**src/rtl/overlay_driver.sv**
```systemverilog
`default_nettype none
// ============================================================================
// Module      : overlay_driver
// Description : Host-side job sequencer for the PE-array overlay: instruction
//               issue, serial feed, compute wait, load strobe, result drain.
// Revision    : 1.0 - initial release
// ============================================================================
module overlay_driver #(
    parameter int DATA_WIDTH  = 16,
    parameter int INST_WIDTH  = 64,
    parameter int PE_NUM      = 8,
    parameter int INST_NUM    = 16,
    parameter int WAIT_CYCLES = 32
) (
    input  logic                    clk,
    input  logic                    rst,
    input  logic                    start,
    input  logic                    prog_clr,
    input  logic                    prog_v,
    input  logic [INST_WIDTH-1:0]   prog_inst,
    input  logic                    src_v,
    input  logic [2*DATA_WIDTH-1:0] src_data,
    output logic                    src_rdy,
    output logic                    inst_in_v,
    output logic [INST_WIDTH-1:0]   inst_in,
    output logic                    din_overlay_v,
    output logic [2*DATA_WIDTH-1:0] din_overlay,
    output logic                    load,
    input  logic                    dout_overlay_v,
    input  logic [2*DATA_WIDTH-1:0] dout_overlay,
    output logic                    res_v,
    output logic [2*DATA_WIDTH-1:0] res_data,
    output logic                    res_last,
    output logic                    busy,
    output logic                    done,
    output logic                    stray
);

    localparam int c_aw = (INST_NUM > 1) ? $clog2(INST_NUM) : 1;
    localparam int c_pw = c_aw + 1;
    localparam int c_cw = $clog2(PE_NUM) + 1;
    localparam int c_ww = $clog2(WAIT_CYCLES) + 1;

    localparam logic [c_pw-1:0] c_plen_max  = c_pw'(INST_NUM);
    localparam logic [c_cw-1:0] c_pe_last   = c_cw'(PE_NUM - 1);
    localparam logic [c_ww-1:0] c_wait_last = c_ww'(WAIT_CYCLES - 1);

    localparam logic [2:0] c_st_idle  = 3'd0;
    localparam logic [2:0] c_st_inst  = 3'd1;
    localparam logic [2:0] c_st_feed  = 3'd2;
    localparam logic [2:0] c_st_wait  = 3'd3;
    localparam logic [2:0] c_st_load  = 3'd4;
    localparam logic [2:0] c_st_drain = 3'd5;
    localparam logic [2:0] c_st_done  = 3'd6;

    logic [2:0]            r_state;
    logic [c_pw-1:0]       r_plen;
    logic [c_pw-1:0]       r_idx;
    logic [c_cw-1:0]       r_cnt;
    logic [c_ww-1:0]       r_wcnt;
    logic [INST_WIDTH-1:0] r_mem [INST_NUM];

    logic            w_idle;
    logic            w_src_hs;
    logic            w_res_hs;
    logic            w_prog_wr;
    logic [c_pw-1:0] w_idx_nxt;

    assign w_idle    = (r_state == c_st_idle);
    assign w_src_hs  = src_v && (r_state == c_st_feed);
    assign w_res_hs  = dout_overlay_v && (r_state == c_st_drain);
    assign w_prog_wr = w_idle && prog_v && !prog_clr && (r_plen != c_plen_max);
    assign w_idx_nxt = r_idx + c_pw'(1);

    assign src_rdy = (r_state == c_st_feed);
    assign load    = (r_state == c_st_load);
    assign busy    = !w_idle;
    assign done    = (r_state == c_st_done);

    // The buffer holds program contents only; it needs no reset because plen gates every read.
    always_ff @(posedge clk) begin
        if (w_prog_wr) begin
            r_mem[r_plen[c_aw-1:0]] <= prog_inst;
        end
    end

    always_ff @(posedge clk) begin
        if (rst) begin
            r_state       <= c_st_idle;
            r_plen        <= '0;
            r_idx         <= '0;
            r_cnt         <= '0;
            r_wcnt        <= '0;
            inst_in_v     <= 1'b0;
            inst_in       <= '0;
            din_overlay_v <= 1'b0;
            din_overlay   <= '0;
            res_v         <= 1'b0;
            res_data      <= '0;
            res_last      <= 1'b0;
            stray         <= 1'b0;
        end else begin
            inst_in_v     <= 1'b0;
            din_overlay_v <= w_src_hs;
            din_overlay   <= src_data;
            res_v         <= w_res_hs;
            res_data      <= dout_overlay;
            res_last      <= w_res_hs && (r_cnt == c_pe_last);

            case (r_state)
                c_st_idle: begin
                    if (prog_clr) begin
                        r_plen <= '0;
                    end else if (w_prog_wr) begin
                        r_plen <= r_plen + c_pw'(1);
                    end
                    if (start) begin
                        stray   <= 1'b0;
                        r_idx   <= '0;
                        r_cnt   <= '0;
                        r_state <= (r_plen == '0) ? c_st_feed : c_st_inst;
                    end
                end
                c_st_inst: begin
                    inst_in_v <= 1'b1;
                    inst_in   <= r_mem[r_idx[c_aw-1:0]];
                    r_idx     <= w_idx_nxt;
                    if (w_idx_nxt == r_plen) begin
                        r_state <= c_st_feed;
                    end
                end
                c_st_feed: begin
                    if (w_src_hs) begin
                        if (r_cnt == c_pe_last) begin
                            r_cnt   <= '0;
                            r_wcnt  <= '0;
                            r_state <= c_st_wait;
                        end else begin
                            r_cnt <= r_cnt + c_cw'(1);
                        end
                    end
                end
                c_st_wait: begin
                    if (r_wcnt == c_wait_last) begin
                        r_state <= c_st_load;
                    end else begin
                        r_wcnt <= r_wcnt + c_ww'(1);
                    end
                end
                c_st_load: begin
                    r_cnt   <= '0;
                    r_state <= c_st_drain;
                end
                c_st_drain: begin
                    if (w_res_hs) begin
                        if (r_cnt == c_pe_last) begin
                            r_state <= c_st_done;
                        end else begin
                            r_cnt <= r_cnt + c_cw'(1);
                        end
                    end
                end
                c_st_done: begin
                    r_state <= c_st_idle;
                end
                default: begin
                    r_state <= c_st_idle;
                end
            endcase

            // Placed after the FSM so a stray word on the same cycle as start still sets the flag.
            if (dout_overlay_v && (r_state != c_st_drain)) begin
                stray <= 1'b1;
            end
        end
    end

endmodule
`default_nettype wire

```
**config.mk**
```make
export PLATFORM = sky130hd
export DESIGN_NAME = overlay_driver
export DESIGN_NICKNAME = d
export VERILOG_FILES = /design/src/rtl/overlay_driver.sv
export SDC_FILE = /design/constraint.sdc
export NUM_CORES = 1
export LEC_CHECK = 0
export ABC_CLOCK_PERIOD_IN_PS = 5910
export BUFFER_PORTS_ARGS = -buffer_cell sky130_fd_sc_hd__buf_2
export CAP_MARGIN = 20
export CORE_UTILIZATION = 28
export DETAILED_ROUTE_END_ITERATION = 10
export GPL_ROUTABILITY_DRIVEN = 1
export SLEW_MARGIN = 15
export SYNTH_ARGS = -nofsm -noshare
export SYNTH_HDL_FRONTEND = slang
export SYNTH_SLANG_ARGS = --single-unit
```
**constraint.sdc**
```tcl
create_clock -name clk -period 5.91 [get_ports clk]
set_input_delay 0.2955 -clock clk [delete_from_list [all_inputs] [get_ports clk]]
set_output_delay 0.2955 -clock clk [all_outputs]
set_load 0.02 [all_outputs]
```
==> metrics.txt <==
detailed-route DRC error count=0; post-route cell area=~0.053 mm²; Final Setup Violations=0; first-pass GRT wire length=roughly 150 mm; Peak VDD IR=0.264 mV; Placement Cell Area=0.0480 mm²; Tcrit/Tclk final=0.594; share of synthesized registers carrying an async set or reset=0; R2R depth=6; WHS Endpoint=r_idx[0]; core area=~0.16 mm²; Fmax=~0.28 GHz; hold depth=4; Final nets=roughly 2600; post-CTS setup buffer count=0; outcome=complete, no violations; Cell Rows=145; CTS tree=yes; synth-to-layout area growth=20.3%; CP peak stage delay=between 700 and 800 ps; Slew Viols, Final=0; sequential-to-total area share from yosys stat=0.767; Total GRT Usage=0.123; mapped cell area=around 0.044 mm²; vias in the first global route=around 22000; Post-Synthesis Cells=roughly 2100; Num CTS Buffers=roughly 110; worst min-delay path category=primary input to register; DR WL/cell=between 20 and 25 µm; post-route setup slack=approximately 2400 ps; DP Worst Slack=about 2400 ps; H-Tree Depth=3; Skew-Pair Late Insertion Delay=about 720 ps; DP Wirelength=between 50 and 60 mm; post-CTS resize count=0; CP Max Fanout=47; required time worst endpoint=6240 ps; CTS max path bufs=3; crit path capture type=register; WS Path Type=register to register; final wirelength=about 100 mm; # Max-Cap Violations=0; Starting Density=0.283; CP Buf/Inv Count=1; Post-synth EDFFs=roughly 1000; fill count=~15000; internal reg-to-reg setup slack=2400 ps; Avg Inst Size Synth=approximately 22 µm²; vias per std cell=4.56; layout cells sized above 1=0.309; critical path, cell by cell=nor3_4, nand3b_1, nor2b_1, nand2_1, nor2_4, buf_4; beginning of the worst register-to-register path=r_state[1]; Clock Sinks=1180; delay-heaviest family, CP=simple AND/OR/NAND/NOR gates; Via Count=~21000; Ys Warns=0; r2r endpoint=r_mem[7][37]; initial antenna violation count=17; Critical Path AT=between 3000 and 4000 ps; Reg clk slew, reported paths=70 ps; Mapped Nets=roughly 2200; Pleak=about 17 nW; drt first pass iters=5; DRT iter0 DRCs=1579; min Tclk post-route=about 3500 ps; CP max stage cell=buf_4; pwr dens=359 mW/mm²; die width=399 µm; clock skew=around 24 ps; Worst Setup Start Kind=register; CTS root buffer=clkbuf_16; measured slew at the worst slew-check pin=around 1100 ps; ys flop type=edfxtp_1; Final ANT Viol Nets=0; GP Congestion=slightly above 0.7; largest net degree at the start of global routing=about 70; Yosys reg bits=approximately 1200; Slew HR=0.279; IO Count=between 200 and 300; grt ovf=0; Die Height=399 µm; setup TNS=0 ps; Synth cell types=between 50 and 60; RSZ-0062 raised after global routing=false; area of the die=between 0.15 and 0.2 mm²; IO buf count=271; Hold Violations, Final=0; Hold Startpoint=start
==> flip-flops by register name, summed over array words and instances (netlist names), 3 cells and up <==
name / cells
r_mem: 1024
inst_in: 64
din_overlay: 32
res_data: 32
r_wcnt: 6
r_idx: 5
r_plen: 5
r_cnt: 4
r_state: 3
==> power by group <==
group / switching (mW) / internal, mW
sequential: 0.229 / 9.27
clock: 3.10 / 4.25
combinational: 1.20 / 1.04
total: 4.54 / 14.6
==> cells in the mapped netlist, types with 27 or more instances <==
master    instances  area [µm²]
nor2_1           35         131
nor2b_1          70         438
edfxtp_1       1024       30700
nand2_1          79         297
mux4_2          256        5770
buf_2            28         140
o221ai_2         27         405
buf_6            29         327
mux2i_1         130        1300
o221ai_1         37         324
clkbuf_1         39         146
dfxtp_1         156        3120
==> logic make-up (layout without fill, tap and decap cells) <==
group,count (synthesis),after routing,share of synthesized area
DFF,1180,1180,0.767
muxes,386,386,0.160
and+or+nand+nor,240,240,0.0287
buffers and inverters,115,663,0.0163
AOI/OAI and AO/OA,108,108,0.0236
xor gates and xnor gates,14,14,0.00278
adders and majority gates,7,7,0.00198
other,0,6,0
==> layout make-up <==
class / instances / area [µm²] / area share
Multi-Input combinational cell: 755 / 9730 / 0.183
Timing Repair Buffer: 449 / 3140 / 0.0590
Antenna cell: 6 / 15.0 / 0.000282
Tap cell: 2058 / 2570 / 0.0484
Clock buffer: 148 / 3050 / 0.0573
Clock inverter: 60 / 744 / 0.0140
Inverter: 6 / 22.5 / 0.000424
Sequential cell: 1180 / 33900 / 0.637
==> cell usage in the layout (no fill, tap or decap), drive strengths merged, types with 11 or more instances in the layout <==
master	n
a21oi	14
buf	316
bufinv	14
clkbuf	148
clkinv	37
dfxtp	156
dlygate4sd3	133
edfxtp	1024
mux2i	130
mux4	256
nand2	80
nor2	35
nor2b	72
nor3	11
o221ai	64
==> how the worst max path moves through the flow <==
stage / start / end / slack [ps] / cells after the start
6_report: r_state[1] / r_mem[7][37] / 2400 / 6
5_1_grt: r_state[1] / r_mem[7][37] / 2120 / 6
4_1_cts: r_state[1] / r_mem[7][3] / 2390 / 6
3_5_place_dp: r_state[1] / r_mem[7][60] / 2420 / 6
3_3_place_gp: r_state[1] / r_mem[6][60] / 2390 / 6
2_1_floorplan: r_plen[2] / r_mem[0][0] / 210 / 4
==> worst reg2reg max path, cell delays in order (launching register included) <==
cell and delay, ps:
dfxtp_1 550, nor3_4 330, nand3b_1 150, nor2b_1 370, nand2_1 340, nor2_4 600
buf_4 760
==> through the flow <==
step	hold WS, ps	utilization	power [mW]	std cells
after floorplan	394	-	11.2	2050
after global placement	450	0.307	11.9	4314
after detailed placement	450	0.307	11.9	4315
after CTS	89.9	0.340	19.3	4656
after global routing	160	0.340	19.8	4660
final	157	0.340	19.1	4662
==> routing by layer <==
| layer | up-vias | wire length, µm | global-route usage |
|---|---|---|---|
| met2 | 598 | 49000 | 0.207 |
| met4 | 18 | 1850 | 0.0341 |
| met1 | 11200 | 43400 | 0.163 |
| li1 | 9355 | - | - |
| met5 | - | 122 | 0 |
| met3 | 136 | 5410 | 0.0231 |
==> repair_timing <==
item | in CTS | in global routing
hold buffers | 133 | 0
endpoints found under the setup margin | 0 | 0
hold endpoints to repair | 1099 | 0
(Power assumes the default switching activity.)
